===== config.mk =====
export PLATFORM = sky130hd
export DESIGN_NAME = lsu
export DESIGN_NICKNAME = d
export VERILOG_FILES = /design/src/rtl/riscv_pkg.sv /design/src/rtl/lsu_load_align.sv /design/src/rtl/lsu.sv
export SDC_FILE = /design/constraint.sdc
export NUM_CORES = 1
export LEC_CHECK = 0
export CAP_MARGIN = 10
export CORE_MARGIN = 4
export CORE_UTILIZATION = 49
export DETAILED_ROUTE_END_ITERATION = 8
export GPL_TIMING_DRIVEN = 0
export PLACE_DENSITY = 0.95
export SYNTH_ARGS = -nofsm -noshare
export SYNTH_HDL_FRONTEND = slang
export SYNTH_SLANG_ARGS = --single-unit

===== constraint.sdc =====
create_clock -name clk -period 6.7 [get_ports clk]
set_input_delay 0.67 -clock clk [delete_from_list [all_inputs] [get_ports clk]]
set_output_delay 0.67 -clock clk [all_outputs]
set_load 0.02 [all_outputs]

===== src/rtl/riscv_pkg.sv =====
// riscv_pkg: shared memory-op and LSU state types plus load/store/misalign helpers
package riscv_pkg;
  typedef enum logic [3:0] {MEM_NONE, LB, LH, LW, LBU, LHU, SB, SH, SW} mem_op_t;
  typedef enum logic [1:0] {IDLE, REQ, RESP} lsu_state_t;
  localparam logic [15:0] MEM_OP_IS_LOAD = 16'h003E;
  localparam logic [15:0] MEM_OP_IS_STORE = 16'h01C0;
  function automatic logic is_store(mem_op_t op);
    return MEM_OP_IS_STORE[op];
  endfunction
  function automatic logic is_load(mem_op_t op);
    return MEM_OP_IS_LOAD[op];
  endfunction
  function automatic logic misaligned(mem_op_t op, logic [1:0] off);
    return ((op == LH || op == LHU || op == SH) && off[0]) ||
           ((op == LW || op == SW) && off != 2'b00);
  endfunction
endpackage


===== src/rtl/lsu_load_align.sv =====
// lsu_load_align: extracts the addressed byte/halfword from a raw load word and extends it
//   rdata_i raw memory word, off_i byte offset, op_i load op, data_o writeback value
module lsu_load_align
  import riscv_pkg::*;
#(
  parameter int XLEN = 32
) (
  input  logic [XLEN-1:0] rdata_i,
  input  logic [1:0]      off_i,
  input  mem_op_t         op_i,
  output logic [XLEN-1:0] data_o
);
  logic [XLEN-1:0] sh;
  logic [7:0] b;
  logic [15:0] h;
  always_comb begin
    sh = rdata_i >> {off_i, 3'b000};
    b = sh[7:0];
    h = off_i[1] ? rdata_i[31:16] : rdata_i[15:0];
    data_o = op_i == LB  ? {{(XLEN-8){b[7]}}, b} :
             op_i == LBU ? {{(XLEN-8){1'b0}}, b} :
             op_i == LH  ? {{(XLEN-16){h[15]}}, h} :
             op_i == LHU ? {{(XLEN-16){1'b0}}, h} : rdata_i;
  end
endmodule


===== src/rtl/lsu.sv =====
// lsu: RV32I memory-stage load/store unit with req/gnt/rvalid data port
//   ex_*   execute-stage op, address, store data, rd; lsu_busy stalls upstream
//   dmem_* word-aligned request with byte enables and lane-replicated store data
//   wb_*   one-cycle completed-load pulse; lsu_exc* one-cycle misaligned pulse
module lsu
  import riscv_pkg::*;
#(
  parameter int XLEN = 32
) (
  input  logic              clk,
  input  logic              rst,
  input  logic              ex_valid,
  input  mem_op_t           ex_mem_op,
  input  logic [XLEN-1:0]   ex_addr,
  input  logic [XLEN-1:0]   ex_wdata,
  input  logic [4:0]        ex_rd,
  output logic              lsu_busy,
  output logic              dmem_req,
  output logic              dmem_we,
  output logic [XLEN-1:0]   dmem_addr,
  output logic [XLEN/8-1:0] dmem_be,
  output logic [XLEN-1:0]   dmem_wdata,
  input  logic              dmem_gnt,
  input  logic              dmem_rvalid,
  input  logic [XLEN-1:0]   dmem_rdata,
  output logic              wb_valid,
  output logic [4:0]        wb_rd,
  output logic [XLEN-1:0]   wb_data,
  output logic              lsu_exc,
  output logic [XLEN-1:0]   lsu_exc_addr
);
  lsu_state_t state_q, state_d;
  mem_op_t op_q;
  logic [1:0] off_q;
  logic [4:0] rd_q;
  logic accept, misal, go, done;
  logic [3:0] be_d;
  logic [XLEN-1:0] wdata_d, align;
  lsu_load_align #(.XLEN(XLEN)) u_align (
    .rdata_i(dmem_rdata),
    .off_i  (off_q),
    .op_i   (op_q),
    .data_o (align)
  );
  always_comb begin
    accept = state_q == IDLE && ex_valid && ex_mem_op != MEM_NONE;
    misal = misaligned(ex_mem_op, ex_addr[1:0]);
    go = accept && !misal;
    done = state_q == RESP && dmem_rvalid;
    state_d = state_q == IDLE ? (go ? REQ : IDLE) :
              state_q == REQ  ? (dmem_gnt ? (dmem_we ? IDLE : RESP) : REQ) :
              (dmem_rvalid ? IDLE : RESP);
    wdata_d = ex_mem_op == SB ? {(XLEN/8){ex_wdata[7:0]}} :
              ex_mem_op == SH ? {(XLEN/16){ex_wdata[15:0]}} : ex_wdata;
    be_d = ex_mem_op == SB ? 4'b0001 << ex_addr[1:0] :
           ex_mem_op == SH ? 4'b0011 << ex_addr[1:0] :
           ex_mem_op == SW ? 4'b1111 : 4'b0000;
  end
  always_ff @(posedge clk) begin
    if (rst) begin
      state_q <= IDLE;
      op_q <= MEM_NONE;
      off_q <= '0;
      rd_q <= '0;
      lsu_busy <= 1'b0;
      dmem_req <= 1'b0;
      dmem_we <= 1'b0;
      dmem_addr <= '0;
      dmem_be <= '0;
      dmem_wdata <= '0;
      wb_valid <= 1'b0;
      wb_rd <= '0;
      wb_data <= '0;
      lsu_exc <= 1'b0;
      lsu_exc_addr <= '0;
    end else begin
      state_q <= state_d;
      lsu_busy <= state_d != IDLE;
      dmem_req <= state_d == REQ;
      lsu_exc <= accept && misal;
      wb_valid <= done;
      if (accept && misal) lsu_exc_addr <= ex_addr;
      if (go) begin
        op_q <= ex_mem_op;
        off_q <= ex_addr[1:0];
        rd_q <= ex_rd;
        dmem_we <= is_store(ex_mem_op);
        dmem_addr <= {ex_addr[XLEN-1:2], 2'b00};
        dmem_be <= be_d;
        dmem_wdata <= wdata_d;
      end
      if (done) begin
        wb_data <= align;
        wb_rd <= rd_q;
      end
    end
  end
endmodule


==> results.sh, run 1 <==
export IMPL_synth_xor_xnor_area_share_pct=0.122
export IMPL_place_area_mm2=0.00988
export IMPL_hpwlAfterDp_mm=17.5
export IMPL_fin_crit_sh_pct=46.7
export IMPL_drive_above_1_share_pct=7.00
export IMPL_synth_top_area_cell="dfxtp_1"
export IMPL_hp_start="wb_rd[3]$_SDFFE_PP0P_"
export IMPL_wire_per_inst_um=19.6
export IMPL_crit_fanout=10
export IMPL_globalplace_congestion=0.882
export IMPL_crit_required_ps=7010
export IMPL_synth_cell_types=50
export IMPL_ff_latch_area_mm2=0.00306
export IMPL_max_stage_delay_ps=630
export IMPL_die_area_mm2=0.0166
export IMPL_grt_pass1_vias=7141
export IMPL_rsz0062_at_grt="false"
export IMPL_fp_coreArea_mm2=0.0141
export IMPL_clk_latency_ps=430
export IMPL_syn_inst=763
export IMPL_drt_iter0_drc=601
export IMPL_synth_edf_count=0
export IMPL_antenna_found_initial=0
export IMPL_hold_viol=0
export IMPL_tritoncts="done"
export IMPL_worst_hold_slack_ps=456
export IMPL_startpoint_type="primary input"
export IMPL_root_buffer="clkbuf_16"
export IMPL_final_max_slew_viol_count=0
export IMPL_netlist_area_mm2=0.00717
export IMPL_maxCapViolCount=0
export IMPL_cpLargestDelayFamily="buffers and inverters"
export IMPL_grt_util_all_layers_pct=28.5
export IMPL_fin_ws_ps=3570
export IMPL_synth_compound_area_share_pct=15.5
export IMPL_setup_tns_ps=0
export IMPL_cts_buffers=17
export IMPL_synth_simple_area_share_pct=19.2
export IMPL_synth_top_family_by_area="simple AND/OR/NAND/NOR gates"
export IMPL_syn2layout_area_growth_pct=46.4
export IMPL_r2r_start="off_q[1]$_SDFFE_PP0P_"
export IMPL_power_mw=2.50
export IMPL_cp_end_kind="flop"
export IMPL_pre_cts_ws_ps=3240
export IMPL_ys_seq_area_share_pct=42.7
export IMPL_synth_seq_cells=153
export IMPL_top_usage_layer="met2"
export IMPL_dieHeight_um=129
export IMPL_grt_ovfl_total=0
export IMPL_cts_sinks=153
export IMPL_synth_area_leaders="dfxtp_1 (43%), mux2i_1 (12%), nand2b_1 (8.4%)"
export IMPL_clock_skew_ps=9.84
export IMPL_synth_flop_cell="dfxtp_1"
export IMPL_first_pass_iters=6
export IMPL_grt_pass1_wl_mm=37.3
export IMPL_antenna_left=0
export IMPL_clkTransAtPathRegs_ps=60
export IMPL_relSlewSlack_pct=54.3
export IMPL_antennaDiodeCount=0
export IMPL_cts_hold_buf=0
export IMPL_grtUsageMet3_pct=10.8
export IMPL_use_met1_pct=33.2
export IMPL_power_per_cell_area_mw_per_mm2=238
export IMPL_via_per_inst=5.77
export IMPL_synthAdderAreaFrac_pct=0.698
export IMPL_worst_slew_pin_slew_ps=685
export IMPL_cts_setup_buffers=0
export IMPL_worst_hold_path_type="flop to flop"
export IMPL_fmax_mhz=320
export IMPL_worst_ir_drop_vdd_v=0.000169
export IMPL_synthArstFlopShare_pct=0
export IMPL_startpoint="ex_addr[1]"
export IMPL_rows=43
export IMPL_period_minus_slack_ps=3130
export IMPL_cp_data_arrival_time_ps=3440
export IMPL_cts_resized=0
export IMPL_drc_errors=0
export IMPL_crit_path_cell_trace="clkdlybuf4s50_1, inv_1, ha_1, or4bb_1, a31oi_2, nor3_1, clkbuf_1, a311oi_1"
export IMPL_timing_critical_path_buf_inv=3
export IMPL_status="completed"
export IMPL_ios=252
export IMPL_drt_total_wl_mm=24.0
export IMPL_vias=7060
export IMPL_io_buffers=247
export IMPL_setup_violations=0
export IMPL_multi_input_area_mm2=0.00376
export IMPL_design_area_mm2=0.0105
export IMPL_fp_dieW_um=129
export IMPL_initial_core_util_pct=50.9
export IMPL_grt_max_degree=17
export IMPL_yosys_warnings=0
export IMPL_clock_path_buffers=2
export IMPL_fillers=974
export IMPL_worstSetupPathType="primary input to flop"
export IMPL_synth_top_cell_area_share_pct=42.7
export IMPL_use_met2_pct=47.6
export IMPL_htreeDepth=4
export IMPL_p_leak_nw=3.95
export IMPL_synth_mux_area_share_pct=16.7
export IMPL_fin_nets=1144
export IMPL_crit_path_top_delay_cell="clkdlybuf4s50_1"
export IMPL_avgSynthCellArea_um2=9.40
cells in the mapped netlist, drive strengths merged, types with 2 or more instances:
library cell    n
a211oi         13
a21oi          49
a311oi         18
a31oi          30
and3b           2
buf            22
clkbuf         52
dfxtp         153
ha              4
inv             4
mux2           16
mux2i          84
mux4            8
nand2          37
nand2b         96
nand3          20
nand3b          2
nand4          16
nand4bb         2
nor2           39
nor2b          10
nor3           18
o21a           20
o21ai           9
o21bai          7
o31ai          17
state kept, by name (all words and copies together) (netlist names):
name and count:
off_q 2, dmem_wdata 32, dmem_we 1, wb_data 32
wb_rd 5, lsu_exc 1, state_q 2, lsu_busy 1
op_q 4, dmem_be 4, dmem_addr 30, dmem_req 1
wb_valid 1, rd_q 5, lsu_exc_addr 32
worst min-delay path: stages, from the launching register on:
cell and delay, ps:
dfxtp_1 310, nand2_1 50, a21oi_1 50
through the flow:
| stage | instances | utilization, % |
|---|---|---|
| after floorplan | 764 | - |
| after global placement | 1191 | 70.1 |
| after detailed placement | 1191 | 70.1 |
| after CTS | 1223 | 74.5 |
| after global routing | 1223 | 74.5 |
| final | 1223 | 74.5 |
layout by cell type (no fill, tap or decap), types with 8 or more instances in the layout:
master / n
a211oi_1: 13
a21oi_1: 48
a311oi_1: 18
a31oi_1: 29
clkbuf_1: 53
clkbuf_16: 17
clkdlybuf4s50_1: 247
dfxtp_1: 153
mux2_2: 13
mux2i_1: 84
mux4_2: 8
nand2_1: 37
nand2b_1: 96
nand3_1: 19
nand4_1: 16
nor2_1: 38
nor2b_1: 10
nor3_1: 18
o21a_1: 20
o21ai_0: 8
o31ai_1: 17
routing by layer:
layer | wire, um | part of all wire, %
met4 | 777 | 3.2
met5 | 0 | 0
met1 | 9050 | 38
met2 | 11400 | 48
met3 | 2690 | 11
kinds of logic (layout without fill, tap and decap cells):
family | count (synthesis) | after routing
AO/OA/AOI/OAI | 167 | 167
multiplexers | 108 | 108
other | 1 | 2
flip-flops | 153 | 153
adder cells (fa/ha/maj) | 4 | 4
XOR/XNOR | 1 | 1
AND/OR/NAND/NOR | 251 | 251
buffers and inverters | 78 | 357
final cells by class:
cell class / count / area share [%]
tap: 180 / 2.14
multi-input combinational: 533 / 35.8
buffer: 74 / 3.23
timing repair buffer: 247 / 23.5
clock inverter: 10 / 1.35
clock buffer: 22 / 4.61
inverter: 4 / 0.143
sequential: 153 / 29.2
power by group:
part | internal (mW) | total (mW) | leakage (nW) | switching (mW)
Sequential | 0.964 | 0.995 | 1.25 | 0.0307
Clock | 0.626 | 1.01 | 0.302 | 0.383
Combinational | 0.241 | 0.501 | 2.40 | 0.260
Total | 1.83 | 2.50 | 3.95 | 0.674
path summary, 6_finish.rpt:
kind	end	slack (ps)	depth (start not counted)
setup reg to reg	wb_data[15]$_SDFFE_PP0P_	4290	6
setup / recovery	dmem_wdata[11]$_SDFFE_PP0P_	3570	8
hold reg to reg	wb_rd[3]$_SDFFE_PP0P_	460	2
hold / removal	wb_rd[3]$_SDFFE_PP0P_	460	2
No activity file was read; power rests on OpenSTA's default activity.
==> run 2: changes to the inputs <==
--- a/config.mk
+++ b/config.mk
@@ -7,10 +7,10 @@
 export LEC_CHECK = 0
 export CAP_MARGIN = 10
 export CORE_MARGIN = 4
-export CORE_UTILIZATION = 49
+export CORE_UTILIZATION = 41
 export DETAILED_ROUTE_END_ITERATION = 8
 export GPL_TIMING_DRIVEN = 0
-export PLACE_DENSITY = 0.95
+export PLACE_DENSITY = 0.87
 export SYNTH_ARGS = -nofsm -noshare
 export SYNTH_HDL_FRONTEND = slang
 export SYNTH_SLANG_ARGS = --single-unit
==> constraint.sdc (replaced) <==
create_clock -name clk -period 2.6 [get_ports clk]
set_input_delay 0.26 -clock clk [delete_from_list [all_inputs] [get_ports clk]]
set_output_delay 0.26 -clock clk [all_outputs]
set_load 0.02 [all_outputs]
==> results.sh, run 2 (synthesis results as in run 1) <==
export IMPL_status="completed"
export IMPL_antenna_left=0
export IMPL_wire_per_inst_um=18.6
export IMPL_cts_buffers=17
export IMPL_clock_path_buffers=2
export IMPL_grt_max_degree=17
export IMPL_top_regs="dmem_wdata: 32 flops, lsu_exc_addr: 32 flops, wb_data: 32 flops"
export IMPL_final_common_cell="clkdlybuf4s50_1"
export IMPL_whs_path_depth=3
export IMPL_ff_latch_area_mm2=0.00306
export IMPL_fp_coreArea_mm2=0.0172
export IMPL_hold_viol=0
export IMPL_relSlewSlack_pct=52.4
export IMPL_setup_violations=0
export IMPL_globalplace_congestion=0.910
export IMPL_pre_cts_ws_ps=-484
export IMPL_worst_hold_path_type="primary input to flop"
export IMPL_pwr_share_comb_pct=20.5
export IMPL_grt_util_all_layers_pct=23.3
export IMPL_final_cells=1268
export IMPL_drc_errors=0
export IMPL_initial_core_util_pct=41.6
export IMPL_io_buffers=247
export IMPL_cts_hold_buf=0
export IMPL_hpwlAfterDp_mm=17.6
export IMPL_intPower_mw=4.55
export IMPL_cp_end_kind="flop"
export IMPL_final_max_slew_viol_count=0
export IMPL_crit_fanout=10
export IMPL_die_area_mm2=0.0197
export IMPL_first_pass_iters=5
export IMPL_htreeDepth=4
export IMPL_drive_above_1_share_pct=7.19
export IMPL_dieHeight_um=140
export IMPL_dp_cells=1236
export IMPL_root_buffer="clkbuf_16"
export IMPL_grt_pass1_wl_mm=37.0
export IMPL_fillers=1450
export IMPL_tritoncts="done"
export IMPL_cp_data_arrival_time_ps=2730
export IMPL_maxCapViolCount=0
export IMPL_clk_latency_ps=420
export IMPL_reg2reg_slack_ps=200
export IMPL_pwr_share_clk_pct=38.7
export IMPL_syn2layout_area_growth_pct=46.8
export IMPL_p_switching_mw=1.74
export IMPL_clock_skew_ps=8.49
export IMPL_final_cell_mix="clkdlybuf4s50_1 (245), dfxtp_1 (153), nand2b_1 (96), mux2i_1 (84), clkbuf_1 (52)"
export IMPL_p_leak_nw=3.96
export IMPL_multi_input_area_mm2=0.00378
export IMPL_drt_iter0_drc=368
export IMPL_grt_pass1_vias=7185
export IMPL_r2r_cells=6
export IMPL_fp_dieW_um=140
export IMPL_clkTransAtPathRegs_ps=60
export IMPL_power_per_cell_area_mw_per_mm2=596
export IMPL_cts_sinks=153
export IMPL_drt_total_wl_mm=23.5
export IMPL_antennaDiodeCount=0
export IMPL_vias=6976
export IMPL_switching_share_pct=27.6
export IMPL_crit_required_ps=2930
export IMPL_period_minus_slack_ps=2400
export IMPL_ios=252
export IMPL_fin_ws_ps=202
export IMPL_startpoint_type="flop"
export IMPL_cts_setup_buffers=0
export IMPL_via_per_inst=5.50
export IMPL_antenna_found_initial=0
export IMPL_worst_ir_drop_vdd_v=0.000432
export IMPL_fmax_mhz=417
export IMPL_rows=48
export IMPL_grt_ovfl_total=0
export IMPL_seq_power_share_pct=40.8
export IMPL_rsz0062_at_grt="false"
export IMPL_worstSetupPathType="flop to flop"
export IMPL_worst_slew_pin_slew_ps=713
export IMPL_fin_crit_sh_pct=92.2
export IMPL_fin_nets=1144
-- run 2: power by group through the flow --
stage	clock network [mW]	registers, mW	logic [mW]
2_1_floorplan	0	2.75	0.530
3_3_place_gp	0	2.61	1.26
3_5_place_dp	0	2.61	1.28
4_1_cts	2.45	2.56	1.29
5_1_grt	2.55	2.58	1.37
6_report	2.43	2.56	1.29
-- run 2: layout make-up --
class | count | share of cell area (%)
plain buffers | 74 | 3.29
clock buffers | 21 | 4.28
clock inverters | 11 | 1.16
inverters | 4 | 0.143
multi-input cells | 533 | 35.9
flip-flops and latches | 153 | 29.1
well taps | 225 | 2.67
repair buffers | 247 | 23.5
-- run 2: worst max-delay path: stages, from the launching register on --
cell and delay, ps:
dfxtp_1 420, clkbuf_1 580, nor2b_1 240, o21a_1 300
clkbuf_1 390, nand2_1 120, a311oi_1 250
-- run 2: final timing paths --
check | startpoint | end
min reg2reg | rd_q[0]$_SDFFE_PP0P_ | wb_rd[0]$_SDFFE_PP0P_
min | ex_addr[1] | lsu_exc_addr[1]$_SDFFE_PP0P_
max | off_q[1]$_SDFFE_PP0P_ | wb_data[13]$_SDFFE_PP0P_
max reg2reg | off_q[1]$_SDFFE_PP0P_ | wb_data[13]$_SDFFE_PP0P_
-- run 2: through the flow --
step           util, %  power (mW)  area, um^2  setup TNS, ps  hold slack, ps
2_1_floorplan        -        3.28        7180              0             402
3_3_place_gp      57.6        3.86        9930         -32120             440
3_5_place_dp      57.6        3.89        9930         -39180             447
4_1_cts           61.0        6.30       10500              0             342
5_1_grt           61.1        6.50       10500              0             306
6_report          61.1        6.28       10500              0             274
-- run 2: routing by layer --
metal	wire length [um]	track usage [%]	vias to the layer above	share of wire (%)
met3	2630	9.73	67	11
met5	0	0	-	0
li1	-	-	3273	-
met4	729	9.79	0	3.1
met2	10800	37.9	370	46
met1	9380	26.9	3266	40
-- run 2: timing repair --
action | in CTS | in global routing
gates resized for setup | 6 | 3
cloned | 0 | 0
endpoints found under the setup margin | 18 | 66
==> run 3: changes to the inputs <==
--- a/config.mk
+++ b/config.mk
@@ -11,6 +11,7 @@
 export DETAILED_ROUTE_END_ITERATION = 8
 export GPL_TIMING_DRIVEN = 0
 export PLACE_DENSITY = 0.87
+export SETUP_SLACK_MARGIN = 0.2
 export SYNTH_ARGS = -nofsm -noshare
 export SYNTH_HDL_FRONTEND = slang
 export SYNTH_SLANG_ARGS = --single-unit
==> results.sh, run 3 (synthesis results as in run 1) <==
export IMPL_status="completed"
export IMPL_setup_violations=0
export IMPL_grt_max_degree=17
export IMPL_first_pass_iters=5
export IMPL_final_cell_mix="clkdlybuf4s50_1 (244), dfxtp_1 (153), nand2b_1 (96), mux2i_1 (84), clkbuf_1 (50)"
export IMPL_root_buffer="clkbuf_16"
export IMPL_startpoint="ex_mem_op[1]"
export IMPL_crit_required_ps=2900
export IMPL_crit_path_top_delay_cell="clkdlybuf4s50_1"
export IMPL_hpwlAfterDp_mm=17.6
export IMPL_startpoint_type="primary input"
export IMPL_timing_critical_path_buf_inv=4
export IMPL_dieHeight_um=140
export IMPL_pre_cts_ws_ps=-484
export IMPL_grt_ovfl_total=0
export IMPL_rows=48
export IMPL_fillers=1449
export IMPL_clock_skew_ps=8.10
export IMPL_drive_above_1_share_pct=7.85
export IMPL_drt_iter0_drc=398
export IMPL_grt_util_all_layers_pct=23.3
export IMPL_maxCapViolCount=0
export IMPL_cp_data_arrival_time_ps=2610
export IMPL_worst_hold_path_type="primary input to flop"
export IMPL_grt_pass1_wl_mm=36.9
export IMPL_fin_crit_sh_pct=88.6
export IMPL_worst_hold_slack_ps=227
export IMPL_cts_sinks=153
export IMPL_period_minus_slack_ps=2300
export IMPL_drc_errors=0
export IMPL_vias=6999
export IMPL_htreeDepth=4
export IMPL_crit_path_cell_trace="clkdlybuf4s50_1, or4b_1, buf_2, or2_0, buf_2, nand3_4, buf_4, mux2_1"
export IMPL_worst_ir_drop_vdd_v=0.000434
export IMPL_syn2layout_area_growth_pct=47.4
export IMPL_final_max_slew_viol_count=0
export IMPL_grt_pass1_vias=7183
export IMPL_antenna_left=0
export IMPL_io_buffers=247
export IMPL_final_common_cell="clkdlybuf4s50_1"
export IMPL_fp_dieW_um=140
export IMPL_crit_fanout=10
export IMPL_clkTransAtPathRegs_ps=60
export IMPL_hp_start="ex_addr[0]"
export IMPL_fin_nets=1146
export IMPL_design_area_mm2=0.0106
export IMPL_tritoncts="done"
export IMPL_fin_ws_ps=297
export IMPL_cp_end_kind="flop"
export IMPL_hold_viol=0
export IMPL_initial_core_util_pct=41.6
export IMPL_crit_path_frequent_cell="buf_2"
export IMPL_drt_total_wl_mm=23.6
export IMPL_fp_coreArea_mm2=0.0172
export IMPL_p_leak_nw=3.98
export IMPL_cpLargestDelayFamily="buffers and inverters"
export IMPL_ios=252
export IMPL_cts_buffers=17
export IMPL_top_regs="dmem_wdata: 32 flops, lsu_exc_addr: 32 flops, wb_data: 32 flops"
export IMPL_wire_per_inst_um=18.6
export IMPL_worstSetupPathType="primary input to flop"
export IMPL_rsz0062_at_grt="false"
export IMPL_antenna_found_initial=0
export IMPL_via_per_inst=5.51
export IMPL_power_per_cell_area_mw_per_mm2=595
export IMPL_globalplace_congestion=0.910
export IMPL_place_area_mm2=0.00993
export IMPL_fmax_mhz=434
export IMPL_die_area_mm2=0.0197
export IMPL_worst_slew_pin_slew_ps=688
export IMPL_relSlewSlack_pct=54.1
export IMPL_r2r_start="op_q[0]$_SDFFE_PP0P_"
export IMPL_clock_path_buffers=2
export IMPL_setup_tns_ps=0
export IMPL_max_stage_delay_ps=550
export IMPL_clk_latency_ps=420
[run 3: where the power goes]
part           internal, mW  switching, mW  total, mW  leakage, nW
Combinational         0.627          0.669       1.30         2.45
Sequential             2.48         0.0803       2.56         1.25
Clock                  1.44          0.988       2.43        0.281
Total                  4.55           1.74       6.29         3.98
[run 3: worst paths after layout]
| kind | end | cells after the start | slack [ps] |
|---|---|---|---|
| max | dmem_wdata[28]$_SDFFE_PP0P_ | 8 | 300 |
| max reg2reg | wb_data[14]$_SDFFE_PP0P_ | 6 | 350 |
| min reg2reg | wb_rd[0]$_SDFFE_PP0P_ | 2 | 450 |
| min | off_q[0]$_SDFFE_PP0P_ | 3 | 230 |
[run 3: metal layers]
| layer | global-route usage [%] | vias up | wire [um] |
|---|---|---|---|
| met5 | 0 | - | 0 |
| met1 | 26.9 | 3271 | 9370 |
| li1 | - | 3281 | - |
| met4 | 9.79 | 0 | 778 |
| met2 | 37.9 | 376 | 10900 |
| met3 | 9.73 | 71 | 2570 |
[run 3: stage by stage]
stage,power [mW],std cells,utilization [%]
2_1_floorplan,3.28,764,-
3_5_place_dp,3.89,1236,57.6
3_3_place_gp,3.86,1236,57.6
6_report,6.29,1271,61.4
4_1_cts,6.30,1268,61.1
5_1_grt,6.51,1270,61.3
[run 3: final cells by class]
cell class              instances  area (um^2)  area share [%]
inverters                       4         15.0           0.142
repair buffers                249         2500            23.6
flip-flops and latches        153         3060            29.0
diodes                          1         2.50          0.0237
multi-input cells             533         3790            35.9
well taps                     225          282            2.66
plain buffers                  74          350            3.31
clock inverters                11          123            1.16
clock buffers                  21          450            4.26
[run 3: repair_timing]
item                                    in CTS  in global routing
pin swaps                                    1                  1
gates resized for setup                      9                 11
endpoints found under the setup margin     107                 67
hold buffers                                 0                  0
setup buffers                                0                  2
gates cloned                                 0                  0
[run 3: worst register-to-register path: cells and delay by family (launching register included)]
family / cells / cell delay (ps)
flip-flops: 1 / 310
buffers and inverters: 2 / 810
AND/OR/NAND/NOR: 2 / 300
AO/OA/AOI/OAI: 2 / 760
